### config.mk
export PLATFORM = sky130hd
export DESIGN_NAME = atm_ledger_arbiter
export DESIGN_NICKNAME = d
export VERILOG_FILES = /design/src/rtl/atm_ledger_arbiter.sv
export SDC_FILE = /design/constraint.sdc
export NUM_CORES = 1
export LEC_CHECK = 0
export CORE_MARGIN = 1
export CORE_UTILIZATION = 54
export CTS_BUF_LIST = sky130_fd_sc_hd__clkbuf_16
export CTS_CLUSTER_SIZE = 25
export DETAILED_ROUTE_END_ITERATION = 6
export PLACE_DENSITY_LB_ADDON = 0.25
export SETUP_SLACK_MARGIN = 0.1
export SYNTH_ARGS = -nofsm -noshare
export SYNTH_HDL_FRONTEND = slang
export SYNTH_SLANG_ARGS = --single-unit
### constraint.sdc
create_clock -name clk -period 4.2 [get_ports clk]
set_clock_uncertainty 0.1 [all_clocks]
set_input_delay 1.05 -clock clk [delete_from_list [all_inputs] [get_ports clk]]
set_output_delay 1.05 -clock clk [all_outputs]
set_load 0.01 [all_outputs]
### src/rtl/atm_ledger_arbiter.sv
// Round-robin arbiter that serialises ATM terminal commands onto a shared account ledger.
// Each granted command is checked in EXEC and applied on the edge that leaves COMMIT.
module atm_ledger_arbiter #(
  parameter int NUM_REQ  = 4,
  parameter int NUM_ACC  = 10,
  parameter int INIT_BAL = 500,
  parameter int MAX_BAL  = 2047
) (
  input  logic                   clk,
  input  logic                   rst_n,
  input  logic [NUM_REQ-1:0]     req,
  input  logic [2*NUM_REQ-1:0]   op,
  input  logic [4*NUM_REQ-1:0]   src_idx,
  input  logic [4*NUM_REQ-1:0]   dst_idx,
  input  logic [11*NUM_REQ-1:0]  amount,
  output logic [NUM_REQ-1:0]     gnt,
  output logic [NUM_REQ-1:0]     done,
  output logic                   err,
  output logic [15:0]            rsp_balance
);

  localparam int IW = (NUM_REQ > 1) ? $clog2(NUM_REQ) : 1;

  localparam logic [1:0] OP_BAL  = 2'd0;
  localparam logic [1:0] OP_WD   = 2'd1;
  localparam logic [1:0] OP_XFER = 2'd2;

  typedef enum logic [1:0] {IDLE, EXEC, COMMIT} state_e;

  state_e              state_q, state_d;
  logic [IW-1:0]       ptr_q, ptr_d;
  logic [NUM_REQ-1:0]  gnt_q, gnt_d;
  logic [NUM_REQ-1:0]  done_q, done_d;
  logic                err_q, err_d;
  logic [15:0]         rsp_q, rsp_d;
  logic [1:0]          op_q, op_d;
  logic [3:0]          src_q, src_d;
  logic [3:0]          dst_q, dst_d;
  logic [10:0]         amt_q, amt_d;
  logic                ok_q, ok_d;
  logic [15:0]         bal_q [NUM_ACC];
  logic [15:0]         bal_d [NUM_ACC];

  logic                found;
  logic [IW-1:0]       winIdx;
  logic [IW-1:0]       cand;
  logic [15:0]         srcBal, dstBal, srcNew, dstNew;
  logic [16:0]         dstSum;
  logic                srcOk, dstOk, amtFits, dstFits, okC;

  // Search begins at the pointer, so the terminal after the last winner has top priority.
  always_comb begin
    found  = 1'b0;
    winIdx = '0;
    cand   = '0;
    for (int k = 0; k < NUM_REQ; k++) begin
      cand = IW'((int'(ptr_q) + k) % NUM_REQ);
      if (!found && req[cand]) begin
        found  = 1'b1;
        winIdx = cand;
      end
    end
  end

  always_comb begin
    srcBal = '0;
    dstBal = '0;
    for (int a = 0; a < NUM_ACC; a++) begin
      if (src_q == 4'(a)) srcBal = bal_q[a];
      if (dst_q == 4'(a)) dstBal = bal_q[a];
    end
    srcOk   = int'(src_q) < NUM_ACC;
    dstOk   = int'(dst_q) < NUM_ACC;
    amtFits = {5'b0, amt_q} <= srcBal;
    dstSum  = {1'b0, dstBal} + {6'b0, amt_q};
    dstFits = dstSum <= 17'(MAX_BAL);
    srcNew  = srcBal - {5'b0, amt_q};
    dstNew  = dstSum[15:0];
    case (op_q)
      OP_BAL:  okC = srcOk;
      OP_WD:   okC = srcOk && amtFits;
      OP_XFER: okC = srcOk && dstOk && (src_q != dst_q) && amtFits && dstFits;
      default: okC = 1'b0;
    endcase
  end

  // Next-state, command latch and ledger update; the ledger is only written leaving COMMIT.
  always_comb begin
    state_d = state_q;
    ptr_d   = ptr_q;
    gnt_d   = gnt_q;
    done_d  = '0;
    err_d   = 1'b0;
    rsp_d   = '0;
    op_d    = op_q;
    src_d   = src_q;
    dst_d   = dst_q;
    amt_d   = amt_q;
    ok_d    = ok_q;
    bal_d   = bal_q;
    case (state_q)
      IDLE: begin
        gnt_d = '0;
        if (found) begin
          for (int t = 0; t < NUM_REQ; t++) begin
            if (winIdx == IW'(t)) begin
              gnt_d[t] = 1'b1;
              op_d     = op[2*t +: 2];
              src_d    = src_idx[4*t +: 4];
              dst_d    = dst_idx[4*t +: 4];
              amt_d    = amount[11*t +: 11];
            end
          end
          ptr_d   = IW'((int'(winIdx) + 1) % NUM_REQ);
          state_d = EXEC;
        end
      end
      EXEC: begin
        ok_d    = okC;
        state_d = COMMIT;
      end
      COMMIT: begin
        done_d  = gnt_q;
        err_d   = !ok_q;
        rsp_d   = (ok_q && op_q != OP_BAL) ? srcNew : srcBal;
        state_d = IDLE;
        if (ok_q && (op_q == OP_WD || op_q == OP_XFER)) begin
          for (int a = 0; a < NUM_ACC; a++) begin
            if (src_q == 4'(a)) bal_d[a] = srcNew;
            if (op_q == OP_XFER && dst_q == 4'(a)) bal_d[a] = dstNew;
          end
        end
      end
      default: state_d = IDLE;
    endcase
  end

  always_ff @(posedge clk or negedge rst_n) begin
    if (!rst_n) begin
      state_q <= IDLE;
      ptr_q   <= '0;
      gnt_q   <= '0;
      done_q  <= '0;
      err_q   <= 1'b0;
      rsp_q   <= '0;
      op_q    <= '0;
      src_q   <= '0;
      dst_q   <= '0;
      amt_q   <= '0;
      ok_q    <= 1'b0;
      for (int a = 0; a < NUM_ACC; a++) bal_q[a] <= 16'(INIT_BAL);
    end else begin
      state_q <= state_d;
      ptr_q   <= ptr_d;
      gnt_q   <= gnt_d;
      done_q  <= done_d;
      err_q   <= err_d;
      rsp_q   <= rsp_d;
      op_q    <= op_d;
      src_q   <= src_d;
      dst_q   <= dst_d;
      amt_q   <= amt_d;
      ok_q    <= ok_d;
      for (int a = 0; a < NUM_ACC; a++) bal_q[a] <= bal_d[a];
    end
  end

  assign gnt         = gnt_q;
  assign done        = done_q;
  assign err         = err_q;
  assign rsp_balance = rsp_q;

endmodule

==> results of run 1 <==
==> tightest hold or removal path: cells and delay by family (launching register included) <==
family,cells,cell delay [ns]
AO/OA/AOI/OAI,1,0.05
AND/OR/NAND/NOR,1,0.05
flip-flops,1,0.37
==> per-layer routing <==
layer	wire [um]	vias up	GRT usage
li1	-	6766	-
met1	21170	7198	0.5037
met2	25400	836	0.6415
met3	4549	208	0.05295
met4	2816	0	0.1856
met5	0	-	0
==> area by class of cell <==
type                    instances  share of cell area
inverters                      29            0.005946
repair buffers                370              0.1795
well taps                     335             0.02213
clock buffers                  26             0.03436
multi-input cells            1374              0.4698
flip-flops and latches        211              0.2831
clock inverters                19            0.005286
==> stage by stage <==
| stage | instance area, sq um | utilization | hold slack [ns] |
|---|---|---|---|
| after CTS | 18220 | 0.6992 | 0.3889 |
| final | 18940 | 0.7267 | 0.3771 |
| after global routing | 18940 | 0.7267 | 0.4052 |
| after detailed placement | 17200 | 0.6602 | 0.3804 |
| after global placement | 17200 | 0.6602 | 0.3711 |
| after floorplan | 14400 | - | 0.3534 |
==> cell families after synthesis <==
logic type      share of synthesized area
flops                              0.3727
mux                               0.09682
simple gates                       0.1869
fa+ha+maj                         0.03152
buf+inv                           0.04780
compound gates                     0.2415
xor+xnor                          0.02281
==> worst max path at each step <==
stage,to,slack (ns)
3_3_place_gp,bal_q[76]$_DFFE_PN0P_,-0.38
2_1_floorplan,bal_q[141]$_DFFE_PN0P_,0.06
6_report,bal_q[110]$_DFFE_PN0P_,0.02
3_5_place_dp,bal_q[76]$_DFFE_PN0P_,-0.36
5_1_grt,bal_q[110]$_DFFE_PN0P_,-0.1
4_1_cts,bal_q[76]$_DFFE_PN0P_,0.05
==> flip-flops by register name (all words and copies together) (netlist names) <==
register     cells
done             4
amt_q           11
state_q          2
dst_q            4
ptr_q            2
ok_q             1
gnt              4
op_q             2
bal_q          160
err              1
src_q            4
rsp_balance     16
==> synth_stat cells (all sizes together), types with 4 or more instances <==
master and count:
nand3 25, o22ai 11, clkbuf 102, a22oi 9, xnor2 21, nand3b 4, a211oi 14, a21oi 227
dfstp 60, nand4 7, a222oi 20, nand2b 13, and3 6, and2 10, mux4 20, nor2b 18
inv 29, o21a 19, a31oi 31, or2 5, nor3b 4, mux2 32, dfrtp 151, ha 33
nor2 262, a22o 17, xor2 13, nor3 19, buf 35, nand2 220, mux2i 58, a21o 16
o211ai 13, o21ai 173
==> report_power, final <==
part | total [W] | switching (W) | internal, W
logic | 0.0127 | 0.00697 | 0.00577
clock network | 0.00205 | 0.000886 | 0.00117
registers | 0.00375 | 0.000755 | 0.00299
total | 0.0185 | 0.00861 | 0.00993
==> repair_timing <==
action / in CTS / in global routing
hold endpoints to repair: 0 / 0
pin swaps: 7 / 46
hold buffers: 0 / 0
buffers inserted: 10 / 29
setup endpoints to repair: 83 / 112
gates cloned: 0 / 4
resized for setup: 27 / 116
==> results_dict.tcl, run 1 <==
set metrics [dict create \
    drtIter0Drc 1777 \
    dieArea_sq_um 27270 \
    fin_setup_tns_ns 0 \
    wl_per_cell_um 22.82 \
    hold_viol 0 \
    synth_top_area_cell "dfrtp_1" \
    p_leak_nw 8.242 \
    fin_cells 2364 \
    ys_types 80 \
    routed_wl_um 53940 \
    die_w_um 165.1 \
    reg2reg_from "dst_q[0]$_DFFE_PN0P_" \
    power_density_nw_per_um2 979.1 \
    rsz0062_at_grt "true" \
    grt_pass1_wl_um 80450 \
    dr.pass1.iters 6 \
    insertion_delay_ns 0.54 \
    drv_slew 0 \
    critPathTopFamily "compound AO/OA/AOI/OAI gates" \
    worst_slew_pin_slew_ns 1.172 \
    final_common_cell "nor2_1" \
    n_antenna_cell 0 \
    async_flop_share 1.000 \
    numPortBuffers 114 \
    syn2layout_area_growth_pct 31.78 \
    synthCells 1750 \
    syn_nets 1875 \
    grtUsageTotal 0.3889 \
    yosysWarnings 0 \
    placementRows 59 \
    hpwl_um 39320 \
    holdPathStages 2 \
    worstHoldStart "bal_q[7]$_DFFE_PN1P_" \
    grt_pass1_vias 14320 \
    crit_slowest_cell "mux4_2" \
    critPathMaxFanout 10 \
    maxCapViolCount 0 \
    period_needed_ns 4.183 \
    max_freq_mhz 239.1 \
    place.gp.congestion 1.005 \
    outcome "complete, no violations" \
    ios 115 \
    clkSlewWorstSetupHoldPaths_ns 0.06 \
    peakVddDrop_v 0.001357 \
    regArea_sq_um 5360 \
    slew_headroom 0.2166 \
    dp_slack_ns -0.3631 \
    synth_ff_type "dfrtp_1" \
    worstSetupStartpoint "dst_q[0]$_DFFE_PN0P_" \
    die_h_um 165.1 \
    critPathMostFrequentCell "buf_4" \
    grt_max_degree 80 \
    reg2regPathDepth 16 \
    drc 0 \
    synth-edff-count 0 \
    reg2reg_slack_ns 0.02 \
    synth_top_cell_area_share 0.2630 \
    fp.coreArea_sq_um 26060 \
    cts_tree "done" \
    nets 2136 \
    cp-end-kind "register" \
    drive_gt1_frac 0.2548 \
    antenna_found_initial 0 \
    h-tree-depth 1 \
    viasPerCell 6.349 \
    min_to "bal_q[7]$_DFFE_PN1P_" \
    layout_common_cells "254 x nor2_1, 220 x buf_4, 217 x nand2_1" \
    postSynthAreaPerCell_sq_um 8.211 \
    num_vias 15010 \
    ys_seq_elements 211 \
    overflow 0 \
    crit_required_ns 4.55 \
    total_power_w 0.01854 \
    root_buffer "clkbuf_16" \
    critPathBufInv 5 \
    setup-violations-final 0 \
    start_util 0.5514 \
    drtAntennaViolNets 0 \
    startpoint_type "register" \
    synthTopCellsByArea "dfrtp_1 26%, dfstp_2 11%, a21oi_1 7.9%, nor2_1 6.8%, nand2_1 5.7%" \
    syn_area_sq_um 14370 \
    fillers 1965 \
    multi_input_area_sq_um 8896 \
    setup.worst_path.class "register to register" \
    arrival_ns 4.53 \
    cts.sinks 211 \
    path_depth 16 \
    ys_seq_area_frac 0.3727 \
    hp-class "register to register" \
    period_share 0.9959 \
    max_stage_delay_ns 0.63 \
    setup_ws_ns 0.01731 \
    cts_buffer_depth 3 \
    cts_buffers 25 \
    r2r_end "bal_q[110]$_DFFE_PN0P_" \
    crit_chain "inv_2 > mux4_2 > o311ai_4 > buf_4 > inv_1 > fa_1 > nand2b_1 > a21oi_2 > o41ai_4 > a31oi_2 > buf_4 > nand4_1 > xnor2_1 > buf_4 > nand2_1 > a31oi_1" \
    dp_cells 2276 \
]
(Power assumes the default switching activity.)
==> run 2, diff against run 1 <==
ABC_AREA = 1   (was unset)
==> run 2 against run 1 <==
Compared with the run above: combinational power up 6%; die area is 1.7% lower; sequential share of layout area up 0.99 points; synthesized area fell by 1.7%; maximum frequency grew 3.4%; critical path depth up 5; utilization shrank 0.60 points.
==> results_dict.tcl, run 2 <==
set metrics [dict create \
    outcome "complete, no violations" \
    grt_max_degree 103 \
    p_switching_w 0.009718 \
    largest_register_ffs 160 \
    p_leak_nw 8.093 \
    synthTopCellsByArea "dfrtp_1 27%, nand2_1 13%, dfstp_2 11%, o21ai_0 11%, inv_1 5.4%" \
    setup-violations-final 0 \
    viasPerCell 6.101 \
    syn2layout_area_growth_pct 29.58 \
    place.gp.congestion 1.001 \
    cts.sinks 211 \
    layout_common_cells "467 x nand2_1, 263 x o21ai_0, 202 x inv_1" \
    intPower_w 0.009167 \
    min_to "bal_q[119]$_DFFE_PN1P_" \
    crit_chain "buf_12 > nor2_4 > nand2_8 > clkbuf_16 > o22ai_4 > o32ai_4 > o2111ai_2 > a211oi_2 > a21oi_2 > ha_2 > inv_1 > fa_2 > o31a_1 > o21ai_2 > a21oi_2 > o21ai_2 > xor2_2 > buf_6 > nand2_1 > o211ai_1 > o21ai_0" \
    ios 115 \
    ys_types 52 \
    reg2reg_from "dst_q[1]$_DFFE_PN0P_" \
    wl_per_cell_um 20.35 \
    critPathMaxFanout 6 \
    async_flop_share 1.000 \
    placementRows 58 \
    syn_nets 2147 \
    pwr-share-clk 0.108 \
    top_register "bal_q" \
    root_buffer "clkbuf_16" \
    num_vias 15830 \
    cts_hold_buf 0 \
    setup_ws_ns 0.1562 \
    reg2reg_slack_ns 0.16 \
    syn_area_sq_um 14130 \
    peakVddDrop_v 0.0009334 \
    hpwl_um 38650 \
    slew_headroom 0.4209 \
    fin_hold_ws_ns 0.3788 \
    path_depth 21 \
    hold_viol 0 \
    synth_ff_type "dfrtp_1" \
    worstHoldStart "bal_q[119]$_DFFE_PN1P_" \
    start_util 0.5562 \
    maxCapViolCount 0 \
    crit_slowest_cell "dfrtp_2" \
    yosysWarnings 0 \
    p_sw_frac 0.5146 \
    clkSlewWorstSetupHoldPaths_ns 0.06 \
    arrival_ns 4.41 \
    ys_seq_elements 211 \
    rsz0062_at_grt "true" \
    overflow 0 \
    period_needed_ns 4.044 \
    synth-edff-count 0 \
    drv_slew 0 \
    period_share 0.9628 \
    die_w_um 163.7 \
    insertion_delay_ns 0.55 \
    drtIter0Drc 2234 \
    critPathTopFamily "compound AO/OA/AOI/OAI gates" \
    cts_buffer_depth 3 \
    cts_tree "done" \
    final_common_cell "nand2_1" \
    drc 0 \
    dieArea_sq_um 26810 \
    crit_required_ns 4.57 \
    h-tree-depth 1 \
    reg2regPathDepth 21 \
    grt_pass1_wl_um 79420 \
    n_antenna_cell 0 \
    power_density_nw_per_um2 1032 \
    antenna_found_initial 0 \
    synth_top_area_cell "dfrtp_1" \
    critPathBufInv 4 \
    nets 2372 \
    drive_gt1_frac 0.2010 \
    postSynthAreaPerCell_sq_um 6.987 \
    ys_seq_area_frac 0.3791 \
    max_freq_mhz 247.3 \
    routed_wl_um 52780 \
    fillers 2018 \
    synth_most_common_cell "nand2_1" \
    synth_top_cell_area_share 0.2675 \
    r2r_end "bal_q[104]$_DFFE_PN1P_" \
    synthCells 2022 \
    numPortBuffers 114 \
    cts_buffers 25 \
    drtAntennaViolNets 0 \
    seqPwrFrac 0.184 \
    synthTopCellsByCount "482 x nand2_1, 300 x o21ai_0, 203 x inv_1, 154 x nor2_1, 151 x dfrtp_1" \
    comb_power_share 0.708 \
    die_h_um 163.7 \
    dr.pass1.iters 6 \
    holdPathStages 2 \
    grtUsageTotal 0.3802 \
    setup.worst_path.class "register to register" \
    startpoint_type "register" \
    fp.coreArea_sq_um 25400 \
    grt_pass1_vias 14620 \
    dp_slack_ns -0.1345 \
    worst_slew_pin_slew_ns 0.8686 \
    max_stage_delay_ns 0.46 \
    cp-end-kind "register" \
    hp-class "register to register" \
]
==> run 2: power by group through the flow <==
stage	sequential, W	clock (W)	combinational (W)
final	0.00348	0.00204	0.0134
after global routing	0.00355	0.00212	0.0142
after CTS	0.00343	0.00204	0.0119
after detailed placement	0.00343	0	0.0117
after global placement	0.00341	0	0.0114
after floorplan	0.00328	0	0.00656
==> run 2: tightest hold or removal path, delay by kind of cell, from the launching register on <==
kind             cells  cell delay, ns
DFF                  1            0.38
and+or+nand+nor      2            0.11
==> run 2: timing repair <==
| item | 4_1_cts | 5_1_grt |
|---|---|---|
| cloned | 0 | 4 |
| setup buffers | 1 | 37 |
| endpoints found under the hold margin | 0 | 0 |
| resized for setup | 22 | 156 |
| setup endpoints to repair | 76 | 131 |
| pin swaps | 2 | 55 |
==> run 2: per-stage QoR <==
stage | total power (W) | instance area, sq um | cells | util | setup TNS [ns]
6_report | 0.01889 | 18310 | 2594 | 0.7207 | 0
5_1_grt | 0.01990 | 18310 | 2594 | 0.7207 | -0.01040
4_1_cts | 0.01732 | 17410 | 2553 | 0.6854 | 0
3_5_place_dp | 0.01512 | 16580 | 2508 | 0.6530 | -1.763
3_3_place_gp | 0.01485 | 16580 | 2508 | 0.6530 | -1.056
2_1_floorplan | 0.009845 | 14130 | 2022 | - | 0
==> run 2: area by class of cell <==
type	count	area, sq um	share of cell area
clock buffer	25	625.6	0.03417
inverter	234	888.4	0.04853
tap	330	412.9	0.02255
clock inverter	19	117.6	0.006425
multi-input combinational	1463	7955	0.4346
sequential	211	5363	0.2929
timing repair buffer	312	2944	0.1608
==> run 2: kinds of logic after synthesis <==
kind of cell,after synthesis,share of synthesized area
AO/OA/AOI/OAI,628,0.2479
XOR/XNOR,22,0.01364
adder cells (fa/ha/maj),35,0.03206
buffers and inverters,349,0.09707
flip-flops,211,0.3791
multiplexers,3,0.002126
AND/OR/NAND/NOR,774,0.2281
==> run 2: how the worst max path moves through the flow <==
stage               slack (ns)                 start                     end
floorplan                 0.45  dst_q[2]$_DFFE_PN0P_   bal_q[88]$_DFFE_PN1P_
global placement         -0.13  src_q[1]$_DFFE_PN0P_  bal_q[157]$_DFFE_PN0P_
detailed placement       -0.13  src_q[1]$_DFFE_PN0P_  bal_q[157]$_DFFE_PN0P_
CTS                       0.09  src_q[1]$_DFFE_PN0P_  bal_q[157]$_DFFE_PN0P_
global route             -0.01  dst_q[1]$_DFFE_PN0P_  bal_q[136]$_DFFE_PN1P_
finish                    0.16  dst_q[1]$_DFFE_PN0P_  bal_q[104]$_DFFE_PN1P_
==> run 2: routing by layer <==
layer	wire (um)	vias to the layer above	GRT usage	part of all wire
met3	5236	211	0.05530	0.099
met1	20610	7311	0.5003	0.39
met5	0	-	0	0
li1	-	7209	-	-
met4	2954	0	0.1700	0.056
met2	23980	1094	0.6208	0.45
